$ cat src/rtl/target_iomux_pkg.sv
// Shared constants for the target IO mux: register map, per-pin mode codes
// and power sequencer state encodings.
package target_iomux_pkg;
  localparam logic [5:0] ADDR_MODE     = 6'd56;
  localparam logic [5:0] ADDR_POWER    = 6'd57;
  localparam logic [5:0] ADDR_NRSTLEN  = 6'd58;
  localparam logic [5:0] ADDR_NRSTGO   = 6'd59;
  localparam logic [5:0] ADDR_PINSTATE = 6'd60;

  typedef enum logic [2:0] {
    MODE_HIGHZ   = 3'd0,
    MODE_LOW     = 3'd1,
    MODE_HIGH    = 3'd2,
    MODE_UART_TX = 3'd3,
    MODE_UART_RX = 3'd4
  } io_mode_e;

  typedef enum logic [1:0] {
    PWR_OFF   = 2'd0,
    PWR_UP    = 2'd1,
    PWR_ON    = 2'd2,
    PWR_DRAIN = 2'd3
  } pwr_state_e;
endpackage

$ cat src/rtl/target_iomux_pwrseq.sv
// Target power sequencer: settles after power-on before outputs may drive,
// and tristates outputs for a drain window before cutting power.
module target_iomux_pwrseq
  import target_iomux_pkg::*;
#(
  parameter int PWR_SETTLE   = 96000,
  parameter int DRAIN_CYCLES = 16
) (
  input  logic       clk,
  input  logic       rst,
  input  logic       i_pwr_req,
  output pwr_state_e o_state
);
  localparam int MAXC = (PWR_SETTLE > DRAIN_CYCLES) ? PWR_SETTLE : DRAIN_CYCLES;
  localparam int CW   = $clog2(MAXC + 1);
  localparam logic [CW-1:0] SETTLE_LAST = CW'(PWR_SETTLE - 1);
  localparam logic [CW-1:0] DRAIN_LAST  = CW'(DRAIN_CYCLES - 1);

  pwr_state_e    r_state, w_nxt;
  logic [CW-1:0] r_cnt, w_cnt_nxt;

  always_ff @(posedge clk or posedge rst) begin
    if (rst) begin
      r_state <= PWR_OFF;
      r_cnt   <= '0;
    end else begin
      r_state <= w_nxt;
      r_cnt   <= w_cnt_nxt;
    end
  end

  // Counter restarts from zero on every state change, so each timed state
  // lasts exactly its configured number of cycles.
  always_comb begin
    w_nxt     = r_state;
    w_cnt_nxt = r_cnt;
    case (r_state)
      PWR_OFF: if (i_pwr_req) begin
        w_nxt     = PWR_UP;
        w_cnt_nxt = '0;
      end
      PWR_UP: begin
        if (!i_pwr_req) begin
          w_nxt     = PWR_DRAIN;
          w_cnt_nxt = '0;
        end else if (r_cnt == SETTLE_LAST) begin
          w_nxt     = PWR_ON;
          w_cnt_nxt = '0;
        end else begin
          w_cnt_nxt = r_cnt + CW'(1);
        end
      end
      PWR_ON: if (!i_pwr_req) begin
        w_nxt     = PWR_DRAIN;
        w_cnt_nxt = '0;
      end
      PWR_DRAIN: begin
        if (r_cnt == DRAIN_LAST) begin
          w_nxt     = PWR_OFF;
          w_cnt_nxt = '0;
        end else begin
          w_cnt_nxt = r_cnt + CW'(1);
        end
      end
      default: begin
        w_nxt     = PWR_OFF;
        w_cnt_nxt = '0;
      end
    endcase
  end

  assign o_state = r_state;
endmodule

$ cat src/rtl/target_iomux_ctrl.sv
// Target IO mux controller: per-pin mode mux, UART routing, power sequencing
// and nRST pulse. Define IOMUX_PINSTATE_EN to add the synchronised PINSTATE register.
module target_iomux_ctrl
  import target_iomux_pkg::*;
#(
  parameter int NUM_IO       = 4,
  parameter int PWR_SETTLE   = 96000,
  parameter int DRAIN_CYCLES = 16
) (
  input  logic              clk,
  input  logic              reset_i,
  input  logic [5:0]        reg_address,
  input  logic [15:0]       reg_bytecnt,
  input  logic [7:0]        reg_datai,
  output logic [7:0]        reg_datao,
  input  logic [15:0]       reg_size,
  input  logic              reg_read,
  input  logic              reg_write,
  input  logic              reg_addrvalid,
  input  logic [5:0]        reg_hypaddress,
  output logic [15:0]       reg_hyplen,
  input  logic [NUM_IO-1:0] io_in,
  output logic [NUM_IO-1:0] io_out,
  output logic [NUM_IO-1:0] io_oe,
  input  logic              uart_tx_i,
  output logic              uart_rx_o,
  output logic              nrst_out,
  output logic              nrst_oe,
  output logic              target_npower
);
  logic [NUM_IO-1:0][2:0] r_mode;
  logic                   r_pwr_req;
  logic [15:0]            r_nrst_len, r_nrst_cnt;
  logic [7:0]             r_datao;
  logic [7:0]             w_rd_byte, w_pin;
  logic                   w_wr, w_go, w_on, w_rx;
  logic [15:0]            w_pin_len;
  pwr_state_e             w_state;
  logic                   w_unused;

  assign w_unused = ^reg_size;
  assign w_wr     = reg_write && reg_addrvalid;
  assign w_go     = w_wr && (reg_address == ADDR_NRSTGO) && reg_datai[0];

  target_iomux_pwrseq #(.PWR_SETTLE(PWR_SETTLE), .DRAIN_CYCLES(DRAIN_CYCLES)) u_pwrseq (
    .clk       (clk),
    .rst       (reset_i),
    .i_pwr_req (r_pwr_req),
    .o_state   (w_state)
  );

  assign w_on          = (w_state == PWR_ON);
  assign target_npower = (w_state == PWR_OFF);

  always_ff @(posedge clk or posedge reset_i) begin
    if (reset_i) begin
      r_mode     <= '0;
      r_pwr_req  <= 1'b0;
      r_nrst_len <= '0;
    end else if (w_wr) begin
      case (reg_address)
        ADDR_MODE:
          for (int n = 0; n < NUM_IO; n++)
            if (reg_bytecnt == 16'(n)) r_mode[n] <= reg_datai[2:0];
        ADDR_POWER: r_pwr_req <= reg_datai[0];
        ADDR_NRSTLEN: begin
          if (reg_bytecnt == 16'd0) r_nrst_len[7:0]  <= reg_datai;
          if (reg_bytecnt == 16'd1) r_nrst_len[15:8] <= reg_datai;
        end
        default: ;
      endcase
    end
  end

  // Pulse counter is held at zero outside ON so a power-down aborts it.
  always_ff @(posedge clk or posedge reset_i) begin
    if (reset_i)            r_nrst_cnt <= '0;
    else if (!w_on)         r_nrst_cnt <= '0;
    else if (w_go)          r_nrst_cnt <= r_nrst_len;
    else if (r_nrst_cnt != '0) r_nrst_cnt <= r_nrst_cnt - 16'd1;
  end

  assign nrst_oe  = w_on && (r_nrst_cnt != '0);
  assign nrst_out = !nrst_oe;

  for (genvar n = 0; n < NUM_IO; n++) begin : g_io
    assign io_oe[n]  = w_on && ((r_mode[n] == MODE_LOW) || (r_mode[n] == MODE_HIGH) ||
                                (r_mode[n] == MODE_UART_TX));
    assign io_out[n] = (r_mode[n] == MODE_HIGH) || ((r_mode[n] == MODE_UART_TX) && uart_tx_i);
  end

  always_comb begin
    w_rx = 1'b1;
    for (int n = 0; n < NUM_IO; n++)
      if (r_mode[n] == MODE_UART_RX) w_rx = w_rx & io_in[n];
  end
  assign uart_rx_o = w_rx;

`ifdef IOMUX_PINSTATE_EN
  logic [NUM_IO-1:0] r_sync1, r_sync2;
  always_ff @(posedge clk or posedge reset_i) begin
    if (reset_i) begin
      r_sync1 <= '0;
      r_sync2 <= '0;
    end else begin
      r_sync1 <= io_in;
      r_sync2 <= r_sync1;
    end
  end
  always_comb begin
    w_pin              = '0;
    w_pin[NUM_IO-1:0]  = r_sync2;
  end
  assign w_pin_len = 16'd1;
`else
  assign w_pin     = '0;
  assign w_pin_len = 16'd0;
`endif

  always_comb begin
    w_rd_byte = '0;
    case (reg_address)
      ADDR_MODE:
        for (int n = 0; n < NUM_IO; n++)
          if (reg_bytecnt == 16'(n)) w_rd_byte = {5'b0, r_mode[n]};
      ADDR_POWER:   if (reg_bytecnt == 16'd0) w_rd_byte = {5'b0, w_state, r_pwr_req};
      ADDR_NRSTLEN: begin
        if (reg_bytecnt == 16'd0) w_rd_byte = r_nrst_len[7:0];
        if (reg_bytecnt == 16'd1) w_rd_byte = r_nrst_len[15:8];
      end
      ADDR_PINSTATE: if (reg_bytecnt == 16'd0) w_rd_byte = w_pin;
      default: ;
    endcase
  end

  // Unselected reads return zero so several blocks can share an OR'd bus.
  always_ff @(posedge clk or posedge reset_i) begin
    if (reset_i)                        r_datao <= '0;
    else if (reg_read && reg_addrvalid) r_datao <= w_rd_byte;
    else                                r_datao <= '0;
  end
  assign reg_datao = r_datao;

  always_comb begin
    reg_hyplen = '0;
    case (reg_hypaddress)
      ADDR_MODE:     reg_hyplen = 16'(NUM_IO);
      ADDR_POWER:    reg_hyplen = 16'd1;
      ADDR_NRSTLEN:  reg_hyplen = 16'd2;
      ADDR_NRSTGO:   reg_hyplen = 16'd1;
      ADDR_PINSTATE: reg_hyplen = w_pin_len;
      default: ;
    endcase
  end
endmodule

$ cat config.mk
export PLATFORM = sky130hd
export DESIGN_NAME = target_iomux_ctrl
export DESIGN_NICKNAME = d
export VERILOG_FILES = /design/src/rtl/target_iomux_pkg.sv /design/src/rtl/target_iomux_pwrseq.sv /design/src/rtl/target_iomux_ctrl.sv
export SDC_FILE = /design/constraint.sdc
export NUM_CORES = 1
export LEC_CHECK = 0
export CORE_MARGIN = 4
export CORE_UTILIZATION = 40
export CTS_BUF_LIST = sky130_fd_sc_hd__clkbuf_8 sky130_fd_sc_hd__clkbuf_16
export DETAILED_ROUTE_END_ITERATION = 16
export GPL_TIMING_DRIVEN = 1
export PLACE_DENSITY = 0.67
export SLEW_MARGIN = 20
export SYNTH_ARGS = -nofsm -noshare
export SYNTH_HDL_FRONTEND = slang
export SYNTH_SLANG_ARGS = --single-unit
export TNS_END_PERCENT = 10
$ cat constraint.sdc
create_clock -name clk -period 5.96 [get_ports clk]
set_input_delay 1.788 -clock clk [delete_from_list [all_inputs] [get_ports clk]]
set_output_delay 1.788 -clock clk [all_outputs]
set_load 0.05 [all_outputs]
After elaboration in Yosys (flattened, before gate mapping)
Index checks and enable logic that the tools add are counted.

storage, ports and cells
  register bits = 72
  bits of input ports = 62
  output and inout port bits = 36

cells by class
  equality and inequality tests = 37
  add/subtract/negate cells = 2
  bitwise operators = 3
  reduce and logical (&&, ||, !) cells = 39
  mux-type cells = 29

operators with widths
  kind                   count
  $mux 17                5
  $pmux 17 s4            1
  $eq 6x6->1 const B     8
  $mux 16                3
  $mux 8                 6
  $eq 16x2->1 const B    2
  $eq 3x2->1 const B     8
  $pmux 8 s3             1
  $reduce_and 3->1       6
  $add 17x1->17 const B  1
  $eq 17x17->1 const B   1
  $eq 17x4->1 const B    1
  $eq 16x1->1 const B    1
  $logic_not 16->1       1
  $reduce_bool 16->1     1
  $sub 16x1->16 const B  1
  $logic_and 1x1->1      13
  $eq 3x1->1 const B     4
  $eq 3x3->1 const B     4
  $logic_or 1x1->1       12
  $mux 2                 5
  $pmux 3 s3             1
  $pmux 2 s4             1
  $mux 3                 2
  other kinds (12)       21

Logic depth before layout (Yosys ltp)
  word-level depth = 8
  depth in mapped cells = 8
  depth with buffers taken out = 7

Modules after synthesis
From an unflattened synthesis, not the netlist that was laid out.

unflattened totals
  cell total of the unflattened synthesis = 412
  area total of the unflattened synthesis = 4212.8 um2

by module, submodules not included
  module               area an instance (um2)  seq. area each (um2)  times used  cells each
  target_iomux_ctrl    3030.4                  1326.3                1           278
  target_iomux_pwrseq  1182.4                  475.5                 1           134

Worst setup path after synthesis
OpenSTA, ideal clock, no wires.

  path kind = in2out
  start = input io_in[0]
  end = output uart_rx_o
  required time = 4172 ps
  buffers on the path = 0
  slack = 793 ps
  cell stages on the path = 2
  arrival = 3379 ps
  cell sequence = nor4b_1 > nor4_1

between the ends
  word-level cells in the longest chain between the ends = 7

ends and longest elaborated chain
  item                RTL line                 text
  start: declaration  target_iomux_ctrl.sv:22  input logic [NUM_IO-1:0] io_in,
  $mux 1 *            target_iomux_ctrl.sv:95  if (r_mode[n] == MODE_UART_RX) w_rx = w_rx & io_in[n];
  $and 1x1->1         target_iomux_ctrl.sv:95
  $mux 1 *            target_iomux_ctrl.sv:95
  $and 1x1->1         target_iomux_ctrl.sv:95
  $mux 1 *            target_iomux_ctrl.sv:95
  $and 1x1->1         target_iomux_ctrl.sv:95
  $mux 1 *            target_iomux_ctrl.sv:95
  end: declaration    target_iomux_ctrl.sv:26  output logic uart_rx_o,

Mark *: on every way between the ends. The rest lies on a longest branch, timed or not.

Worst setup path after layout
  start = input reg_hypaddress[5]
  end = output reg_hyplen[1]

between the ends
  word-level cells in the longest chain between the ends = 3
  elaborated cells between the ends (all ways) = 6
  those cells by class = 4 x eq/ne; 1 x mux; 1 x reduce/logical

ends and longest elaborated chain
  item                       RTL line                  text
  start: declaration         target_iomux_ctrl.sv:20   input logic [5:0] reg_hypaddress,
  $eq 6x6->1                 target_iomux_ctrl.sv:146  case (reg_hypaddress)
  $reduce_or 2->1 (no line)  --
  $pmux 3 s3 *               target_iomux_ctrl.sv:146
  end: declaration           target_iomux_ctrl.sv:21   output logic [15:0] reg_hyplen,

Marks and branches as above.

==> impl_results.md <==
* Post-CTS setup buffer count at 0
* Dominant register cell in the synthesized netlist: dfrtp_1
* Setup crit start kind: input pin
* Maximum fanout along the worst path at 3
* Cell-by-cell listing of the critical path: clkdlybuf4s50_1 -> nand4b_1 -> nor3b_1 -> clkdlybuf4s50_1
* Clock transition at the registers of the reported paths at approximately 80 ps
* Final GP Congestion at around 0.82
* Number of global-route vias before repair at between 3000 and 4000
* Antenna violations before repair at 0
* Number of gates given a new drive strength after cts at 0
* Worst Setup Path Type: input pin to output port
* Period utilisation layout at about nine tenths
* Port buffer count at just under 70
* Area grow syn2layout at 23.4%
* Number of buffer and inverter instances along the worst setup path at 2
* Rel. slew slack at between 30% and 40%
* Final-stage net count at 539
* Overall die height at about 110 um
* Hold-fix buffers, CTS at 0
* Per-instance average area after synthesis at just over 10 um^2
* Critical Path Slowest Stage Cell: clkdlybuf4s50_1
* Initial cell density of the core at 41.4%
* Clock latency on the worst-skew pair at 350 ps
* Starting DRT DRC Count at between 80 and 90
* Fraction of layout cells with a size suffix above 1 at roughly 13%
* Num ports at 98
* Crit path required time at 4170 ps
* Result of the run: complete, no violations
* CTS tree: yes
* Sequential share of the synthesized area at 44.1%
* Warnings from Yosys at 0
* Power Density at 322 mW/mm^2
* Via density per instance at ~5.4
* Number of diodes at 0
* Most frequent cell on the critical path: clkdlybuf4s50_1
* Total congestion overflow after global routing at 0
* Synth top area share at ~44%
* Total Routing Usage GR at 17.3%
* Post-route antenna net violation count at 0
* Worst stage delay on the critical path at 850 ps
* Critical path arrival at between 3000 and 4000 ps
* Max-cap viol count at 0
* Total negative slack at 0 ps
* Placement Rows at 36
* Number of vias in the routed layout at around 3300
* Number of cells produced by synthesis at 403
* CTS Buffer Depth at 2
* Cell area after synthesis at between 0.004 and 0.005 mm^2
* Number of enable flip-flop cells after synthesis at 0
* Most area-hungry cell type in the Yosys netlist: dfrtp_1
* Total of flip-flops plus latches after synthesis at slightly above 70
* Deepest level of the CTS H-tree at 3
* Global-route wire length before repair at roughly 16000 um
* Slew Viols, Final at 0
* Type of destination of the critical path: output port
* Share of flip-flops with an asynchronous set or reset at 100%
* Delay-heaviest family, CP: buffers and inverters
* Die X at about 110 um
* Final Hold Viols at 0
* Routed WL per cell at around 16 um
* Total Wirelength at ~9600 um
* Slew at the pin closest to its max-slew limit at approximately 1000 ps
* CTS Root Cell: clkbuf_8
* Peak ir drop on the vdd network at 211 uV
* Number of detailed-route iterations in the first pass at 4
* Setup repair after global routing missed its margin: false
* Count of final setup violators at 0
* Number of clock buffers inserted by TritonCTS at 9
* Leakage dissipation at ~2.2 nW
* Final worst path period need at 5260 ps
* Pin count of the biggest net entering global routing at 41
* Number of distinct library cells after synthesis at 53
* TritonCTS Sinks at 72
* Hold WS at between 500 and 600 ps
* Max Freq at 0.190 GHz
* Placeable core region at 0.00986 mm^2
* Hold Crit Class: flop to flop
* Post-DP HPWL at 6930 um
* Die Outline Area at about 0.012 mm^2
* Setup skew after layout at between 8 and 9 ps
* Drc violations at 0
* Ranking of synthesized cells by area: dfrtp_1 (44%), mux2_2 (8.3%), nor2_1 (3.4%), nand3_1 (2.9%), nand2_1 (2.9%)
-- stage by stage --
| stage | instance area, um^2 | power, mW | worst slack [ps] | cells | utilization (%) |
|---|---|---|---|---|---|
| 6_report | 5040 | 1.62 | 696 | 608 | 51.1 |
| 2_1_floorplan | 4130 | 1.09 | 793 | 415 | - |
| 3_3_place_gp | 4840 | 1.22 | 712 | 592 | 49.1 |
| 5_1_grt | 5040 | 1.74 | 615 | 608 | 51.1 |
| 3_5_place_dp | 4840 | 1.24 | 676 | 592 | 49.1 |
| 4_1_cts | 5040 | 1.64 | 676 | 608 | 51.1 |
-- routing by layer --
layer / GRT usage, % / part of all wire, % / vias up
met4: 4.60 / 1.7 / 0
met3: 4.20 / 3.8 / 12
met2: 30.0 / 51 / 52
met1: 21.4 / 44 / 1640
met5: 0 / 0 / -
li1: - / - / 1560
-- layout make-up --
type	count	area, um^2
fillers	948	4820
multi-input cells	306	2130
flip-flops and latches	72	1800
repair buffers	71	703
well taps	133	166
clock buffers	11	151
clock inverters	5	47.5
inverters	10	37.5
-- worst register-to-register path: stages, from the launching register on --
cell and delay (ps):
dfrtp_1 440, inv_1 110, ha_1 290, buf_4 240, mux2i_1 400, o211ai_1 250
nor2_4 350, mux2_1 360
-- kinds of logic (layout without fill, tap and decap cells) --
family                     after synthesis  in the layout  share of synthesized area [%]
and+or+nand+nor                        178            178                           24.4
DFF                                     72             72                           44.1
muxes                                   44             44                           12.6
AOI/OAI and AO/OA                       43             43                           7.26
buffers and inverters                   37             97                           4.81
xor gates and xnor gates                21             21                           4.50
adders and majority gates                7              7                           2.14
other                                    1             13                         0.0918
-- state kept, by name, indices dropped and copies added, names as in the netlist --
signal,cells
u_pwrseq.o_state,2
r_pwr_req,1
reg_datao,8
r_mode,12
u_pwrseq.r_cnt,17
r_nrst_len,16
r_nrst_cnt,16
-- report_power, final --
part,switching [mW],internal [mW]
combinational,0.385,0.273
sequential,0.0446,0.529
clock,0.181,0.212
total,0.611,1.01
-- layout by cell type, fill, tap and decap left out, types with 4 or more instances in the layout --
| master | count |
|---|---|
| o21ai_0 | 10 |
| dfrtp_1 | 72 |
| xor2_1 | 12 |
| mux2i_1 | 10 |
| nand2_1 | 32 |
| nor2b_1 | 6 |
| clkbuf_8 | 11 |
| a21oi_1 | 5 |
| nor2_1 | 37 |
| or3_1 | 5 |
| nor4b_1 | 4 |
| nand3_1 | 24 |
| nand3b_1 | 5 |
| inv_1 | 11 |
| ha_1 | 7 |
| a22oi_1 | 4 |
| clkdlybuf4s50_1 | 68 |
| nor3b_1 | 12 |
| conb_1 | 13 |
| nand4_1 | 9 |
| nor4_1 | 10 |
| xnor2_1 | 9 |
| a21boi_0 | 8 |
| nor3_1 | 9 |
| mux2_2 | 30 |
-- synthesized netlist by cell type, types with 2 or more instances --
cell type  count
nor3_2         2
o2111a_1       2
o22ai_1        3
or4_1          3
ha_1           7
nor2b_1        6
nor3_1         9
dfrtp_1       72
xor2_1        12
xnor2_1        9
nor4_2         2
and3_1         3
a21boi_0       8
nand2_1       32
nand2b_1       3
nor3b_1       12
clkbuf_1      11
a211oi_1       2
mux4_2         3
nand3_1       24
inv_1         10
a21oi_1        5
or3_1          5
nand4_1        9
and4b_1        2
a22oi_1        4
nand4b_1       3
mux2i_1       10
a21o_1         2
nor4_1        10
nor4b_1        4
nor2_1        37
nand3b_1       5
mux2_2        30
o21ai_0       10
buf_4         15
-- path summary, 6_finish.rpt --
kind	startpoint	endpoint	slack, ps	depth (start not counted)
max	reg_hypaddress[5]	reg_hyplen[1]	700	4
min	u_pwrseq.r_cnt[1]$_DFFE_PP0P_	u_pwrseq.r_cnt[1]$_DFFE_PP0P_	530	2
max reg2reg	u_pwrseq.o_state[0]$_DFFE_PP0P_	u_pwrseq.o_state[1]$_DFFE_PP0P_	3400	7
min reg2reg	u_pwrseq.r_cnt[1]$_DFFE_PP0P_	u_pwrseq.r_cnt[1]$_DFFE_PP0P_	530	2
max in group asynchronous	reset_i	r_nrst_cnt[12]$_DFFE_PP0P_	3060	3
min in group asynchronous	reset_i	r_nrst_len[4]$_DFFE_PP0P_	1940	2
Note: power is estimated with default switching activity, not from simulation.
